`config.mk`:
```
export PLATFORM = sky130hd
export DESIGN_NAME = pc_sequencer
export DESIGN_NICKNAME = d
export VERILOG_FILES = /design/src/rtl/pc_sequencer.sv
export SDC_FILE = /design/constraint.sdc
export NUM_CORES = 1
export LEC_CHECK = 0
export BUFFER_PORTS_ARGS = -buffer_cell sky130_fd_sc_hd__buf_2
export CAP_MARGIN = 5
export CORE_MARGIN = 4
export CORE_UTILIZATION = 35
export DETAILED_ROUTE_END_ITERATION = 7
export PLACE_DENSITY_LB_ADDON = 0.15
export SYNTH_ARGS = -nofsm -noshare
export SYNTH_HDL_FRONTEND = slang
export SYNTH_SLANG_ARGS = --single-unit
```
`constraint.sdc`:
```
create_clock -name clk -period 2.6 [get_ports clk]
set_clock_uncertainty 0.15 [all_clocks]
set_input_delay 0.26 -clock clk [delete_from_list [all_inputs] [get_ports clk]]
set_output_delay 0.26 -clock clk [all_outputs]
set_load 0.02 [all_outputs]
```
`src/rtl/pc_sequencer.sv`:
```
`default_nettype none
// ============================================================================
//  Module      : pc_sequencer
//  Description : Fetch-stage program counter. Each cycle it holds after reset,
//                takes an exception redirect, a branch target, a stall hold or
//                a sequential increment. Misaligned branch targets trap to
//                FAULT_VEC and raise a sticky fault flag. Stalled RUN cycles
//                are counted in a saturating counter.
//  Revision    : 1.0  initial release
// ============================================================================
module pc_sequencer #(
    parameter int                 WIDTH     = 64,
    parameter int                 INC       = 4,
    parameter logic [WIDTH-1:0]   RESET_VEC = '0,
    parameter logic [WIDTH-1:0]   FAULT_VEC = 'h100,
    parameter int                 HOLD_CYC  = 2,
    parameter int                 CNT_W     = 16
) (
    input  logic               clk,
    input  logic               reset,
    input  logic               stall,
    input  logic               br_taken,
    input  logic [WIDTH-1:0]   br_target,
    input  logic               redirect,
    input  logic [WIDTH-1:0]   redirect_pc,
    input  logic               clr_fault,
    output logic [WIDTH-1:0]   pc,
    output logic [WIDTH-1:0]   pc_plus,
    output logic               fetch_valid,
    output logic               fault,
    output logic [CNT_W-1:0]   stall_cnt
);

    // Hold counter only has to reach HOLD_CYC-1; keep at least one bit.
    localparam int              HC_W        = (HOLD_CYC > 1) ? $clog2(HOLD_CYC) : 1;
    localparam logic [HC_W-1:0] c_hold_last = HC_W'(HOLD_CYC - 1);
    localparam logic [WIDTH-1:0] c_inc      = WIDTH'(INC);
    localparam logic [CNT_W-1:0] c_cnt_max  = {CNT_W{1'b1}};

    typedef enum logic [0:0] {
        S_HOLD = 1'b0,
        S_RUN  = 1'b1
    } state_t;

    state_t             r_state;
    logic [HC_W-1:0]    r_hold_cnt;
    logic [WIDTH-1:0]   r_pc;
    logic               r_fetch_valid;
    logic               r_fault;
    logic [CNT_W-1:0]   r_stall_cnt;

    logic [WIDTH-1:0]   w_pc_plus;
    logic               w_misaligned;
    logic               w_trap;

    // Sequential address and trap decode; a redirect suppresses any branch trap.
    always_comb begin
        w_pc_plus    = r_pc + c_inc;
        w_misaligned = (br_target[1:0] != 2'b00);
        w_trap       = !redirect && br_taken && w_misaligned;
    end

    // Hold/run sequencing, next-pc selection, sticky fault and stall counting.
    always_ff @(posedge clk or posedge reset) begin
        if (reset) begin
            r_state       <= S_HOLD;
            r_hold_cnt    <= '0;
            r_pc          <= RESET_VEC;
            r_fetch_valid <= 1'b0;
            r_fault       <= 1'b0;
            r_stall_cnt   <= '0;
        end else begin
            case (r_state)
                S_HOLD: begin
                    // pc sits at RESET_VEC; it becomes the first valid fetch.
                    if (r_hold_cnt == c_hold_last) begin
                        r_state       <= S_RUN;
                        r_fetch_valid <= 1'b1;
                    end else begin
                        r_hold_cnt <= r_hold_cnt + HC_W'(1);
                    end
                end
                S_RUN: begin
                    // Flush beats hold: redirect, then branch, then stall.
                    if (redirect) begin
                        r_pc <= redirect_pc;
                    end else if (br_taken) begin
                        r_pc <= w_misaligned ? FAULT_VEC : br_target;
                    end else if (stall) begin
                        if (r_stall_cnt != c_cnt_max) begin
                            r_stall_cnt <= r_stall_cnt + CNT_W'(1);
                        end
                    end else begin
                        r_pc <= w_pc_plus;
                    end

                    // A new trap wins over a clear on the same edge.
                    if (w_trap) begin
                        r_fault <= 1'b1;
                    end else if (clr_fault) begin
                        r_fault <= 1'b0;
                    end
                end
                default: begin
                    r_state <= S_HOLD;
                end
            endcase
        end
    end

    assign pc          = r_pc;
    assign pc_plus     = w_pc_plus;
    assign fetch_valid = r_fetch_valid;
    assign fault       = r_fault;
    assign stall_cnt   = r_stall_cnt;

endmodule
`default_nettype wire

```
; ---- Word-level counts from Yosys, hierarchy flattened
; Index checks and enable logic that the tools add are counted.
[word_totals]
reg_bits = 84
in_bits = 134
out_inout_bits = 146
wordCells = 32
[op_classes]
addsub = 3
eq_ne = 2
muxes = 9
bitwise_logic = 3
n_reduce_logical = 9
[op_table]
columns = operator, count
row1 = 2-to-1 mux 64 bit, 4
row2 = adder 64 x 3 -> 64 bit (second input constant), 1
row3 = adder 16 x 1 -> 16 bit (second input constant), 1
row4 = inequality test 16 bit (second input constant), 1
row5 = AND reduction 2 bit, 3
row6 = 2-to-1 mux 1 bit, 5
row7 = AND reduction 5 bit, 1
row8 = nonzero test 2 bit, 2
row9 = inequality test 3 x 1 -> 1 bit (second input constant), 1
row10 = NOT 1 bit, 3
row11 = logical AND 1 bit, 2
row12 = adder 1 bit (second input constant), 1
row13 = zero test 1 bit, 1

; ---- Logic depth before layout (Yosys ltp)
[logic_depth]
depth_word = 5
mapped_depth = 9
mapped_depth_nobuf = 7

; ---- Worst setup path before layout
; OpenSTA, ideal clock, no wires.
[synth_timing]
kind = flip-flop to output port
from = reg r_pc[2], in the netlist pc[2]
to = out pc_plus[46]
arrival_ns = 2.799
setup_slack_ns = -0.609
path_stages_with_launch = 8
n_path_buf = 1
cell_sequence = dfrtp_1 ha_1 nand3_1 or4_1 or4b_1 clkbuf_1 nor3_2 xor2_1
[synth_via]
elab_chain_cells = 1
[synth_rtl]
columns = item, line_no
row1 = start: declaration, 47  ; logic [WIDTH-1:0] r_pc;
row2 = start signal: assignment, 86  ; r_pc <= redirect_pc;
row3 = start signal: assignment, 88  ; r_pc <= w_misaligned ? FAULT_VEC : br_target;
row4 = start signal: assignment, 94  ; r_pc <= w_pc_plus;
row5 = adder 64 x 3 -> 64 bit, 58  ; w_pc_plus = r_pc + c_inc;
row6 = end: declaration, 28  ; output logic [WIDTH-1:0] pc_plus,
; No other way between the ends.

; ---- Worst setup path after layout
[layout_timing]
from = reg r_pc[3], in the netlist pc[3]
to = out pc_plus[63]
; Same word-level chain as after synthesis.

==> metrics.yaml <==
die:
  core-area_um2: 16700
  io_pins: 280
  initial_utilization_pct: 36.0
  die_w_um: 139
  die_area_um2: 19300
  rows: 47
  die_h_um: 139
synthesis:
  avgSynthCellArea_um2: 8.32
  syn_area_um2: 6010
  synth_top_area_share_pct: 34.9
  async_reset_ff_share_pct: 100
  yosys.area.top_type: "dfrtp_1"
  ys_seq_area_share_pct: 34.9
  synth_seq_cells: 84
  ys.flop_type: "dfrtp_1"
  synth_edf_count: 0
  syn_inst: 723
  yosys_warnings: 0
  synth_nets: 859
  synth_area_leaders: "dfrtp_1 35%, xor2_1 5.8%, o21ai_0 5.6%"
  synth_cell_type_count: 57
grt:
  overflow: 0
  grt_pass1_vias: 6986
  grt_max_degree: 45
  antenna_found_initial: 0
  grt_pass1_wl_mm: 37.5
  track_usage_pct: 23.7
worst_setup_path:
  crit_type: "reg -> out"
  end_kind: "output port"
  critPathRequiredTime_ns: 2.19
  critPathMaxFanout: 4
  cp-start-kind: "flop"
  critPathArrivalTime_ns: 2.66
cts:
  cts_num_sinks: 84
  clock_latency_ns: 0.35
  cts.htree.levels: 3
  clockRootBuffer: "clkbuf_16"
  clk_pin_slew_ns: 0.08
  cts.path.max_buffers: 2
  cts_tree: "yes"
  numCtsBuffers: 9
timing:
  slew_headroom_pct: 66.5
  finalCritPeriodShare_pct: 118
  final.setup.tns_ns: -12.00
  rsz0062_at_grt: "true"
  worst_pin_slew_ns: 0.498
  hold_viol_final: 0
  fin_ws_ns: -0.471
  timing.fmax_mhz: 326
  period_needed_ns: 3.07
  setup_viol: 55
  maxSlewViolCount: 0
run:
  max_cap_violations: 0
layout:
  nFillCells: 1474
  final_common_cell: "buf_2"
  n_antenna_cell: 0
  layout_common_cells: "231 x buf_2, 163 x buf_4, 76 x dfrtp_1, 63 x o21ai_0, 56 x nand2_1"
  final_area_um2: 10200
  final_nets: 1252
  drive_above_1_share_pct: 52.6
  areaGrowthSynthToFinish_pct: 70.3
drt:
  totalWireLength_mm: 24.3
  drc: 3
  via_per_inst: 5.43
  dr.pass1.iters: 8
  drt_iter0_drc: 482
  vias: 7281
  detail_route.wl_per_cell_um: 18.1
  ant_nets: 0
power:
  p_clk_share_pct: 28.2
  intPower_mw: 2.86
  power_density_nw_per_um2: 452
  switching_power_mw: 1.77
  p_sw_share_pct: 38.2
  seqPwrFrac_pct: 34.8
  pwr-share-comb_pct: 37.0
  p_leak_nw: 4.99
  vdd_drop_max_uv: 319
placement:
  place_hpwl_mm: 18.1
  port_buffers: 279
  gp_congestion: 0.854
  place_area_um2: 8910
hold_path:
  hold_path_class: "in -> reg"
outcome:
  outcome: "complete, but fails checks"
  violations: "design-rule violations, negative setup slack"
==> final cells by class <==
cell class	instances	area, um^2	area share (%)
multi-input cells	564	4570	44.6
repair buffers	441	2930	28.6
flip-flops and latches	84	2110	20.6
well taps	220	275	2.69
clock buffers	9	225	2.20
clock inverters	7	73.8	0.721
inverters	16	62.6	0.611
==> state kept, by name (all words and copies together) (netlist names) <==
signal / count
fault: 1
fetch_valid: 1
pc: 64
r_hold_cnt: 1
r_state: 1
stall_cnt: 16
==> path summary, 6_finish.rpt <==
| kind | startpoint | endpoint | slack, ns | cells after the start |
|---|---|---|---|---|
| setup / recovery | pc[3] | pc_plus[63] | -0.47 | 7 |
| hold / removal | redirect_pc[1] | pc[1] | 0.01 | 2 |
| setup reg to reg | pc[3] | pc[40] | -0.22 | 9 |
| hold reg to reg | fetch_valid | fetch_valid | 0.33 | 1 |
| max in group asynchronous | reset | pc[34] | 1.23 | 4 |
| min in group asynchronous | reset | pc[5] | 0.33 | 3 |
==> power by group through the flow <==
stage,Sequential [mW],Combinational [mW],Clock (mW)
floorplan,1.84,0.687,0
global placement,1.62,1.57,0
detailed placement,1.63,1.58,0
CTS,1.61,1.65,1.33
global route,1.63,1.83,1.40
finish,1.61,1.71,1.31
==> cells in the mapped netlist (7+ instances only) <==
cell type,instances
a31oi_1,8
or4_1,7
xor2_1,40
o2bb2ai_1,17
nor3_1,12
clkbuf_1,49
and4_1,7
o21ai_0,67
and3_1,17
xnor2_1,34
a22o_1,20
nand4_1,13
a21oi_1,29
a22oi_1,19
nand2_1,61
inv_1,15
nand3_1,49
a222oi_1,14
nor2_1,57
nor4_1,13
dfrtp_1,84
==> kinds of logic (layout without fill, tap and decap cells) <==
logic type	after synthesis	count (layout)	synth area share (%)
buf+inv	75	473	5.01
flops	84	84	34.9
xor+xnor	74	74	10.8
mux	1	1	0.187
simple gates	266	266	23.2
compound gates	221	221	25.5
fa+ha+maj	2	2	0.416
==> layer usage <==
metal	GRT usage, %	share of wire [%]	vias up
li1	-	-	3495
met1	32.0	44	3512
met2	39.4	49	260
met3	4.97	6.3	14
met4	5.25	0.91	0
met5	0	0	-
==> per-stage QoR <==
stage | power, mW | hold WS (ns) | util, % | instances | setup slack, ns
2_1_floorplan | 2.53 | 0.280 | - | 723 | -0.272
3_3_place_gp | 3.20 | 0.170 | 53.4 | 1284 | -0.166
4_1_cts | 4.59 | 0.00389 | 58.2 | 1322 | -0.465
3_5_place_dp | 3.21 | 0.166 | 53.4 | 1284 | -0.194
5_1_grt | 4.87 | 0.00401 | 61.3 | 1341 | -0.555
6_report | 4.63 | 0.0139 | 61.3 | 1341 | -0.471
==> worst max-delay path, cell delays in order, from the launching register on <==
cell     delay [ns]
dfrtp_2        0.41
nand3_2        0.10
or4_4          0.54
or4_4          0.59
nor4_4         0.22
buf_4          0.17
xor2_2         0.15
buf_6          0.13
==> repair_timing <==
action | in CTS | in global routing
setup buffers | 21 | 23
resized for setup | 95 | 87
hold buffers | 1 | 0
endpoints found under the setup margin | 56 | 68
hold endpoints to repair | 34 | 0
pin swaps | 37 | 27
(Power assumes the default switching activity.)
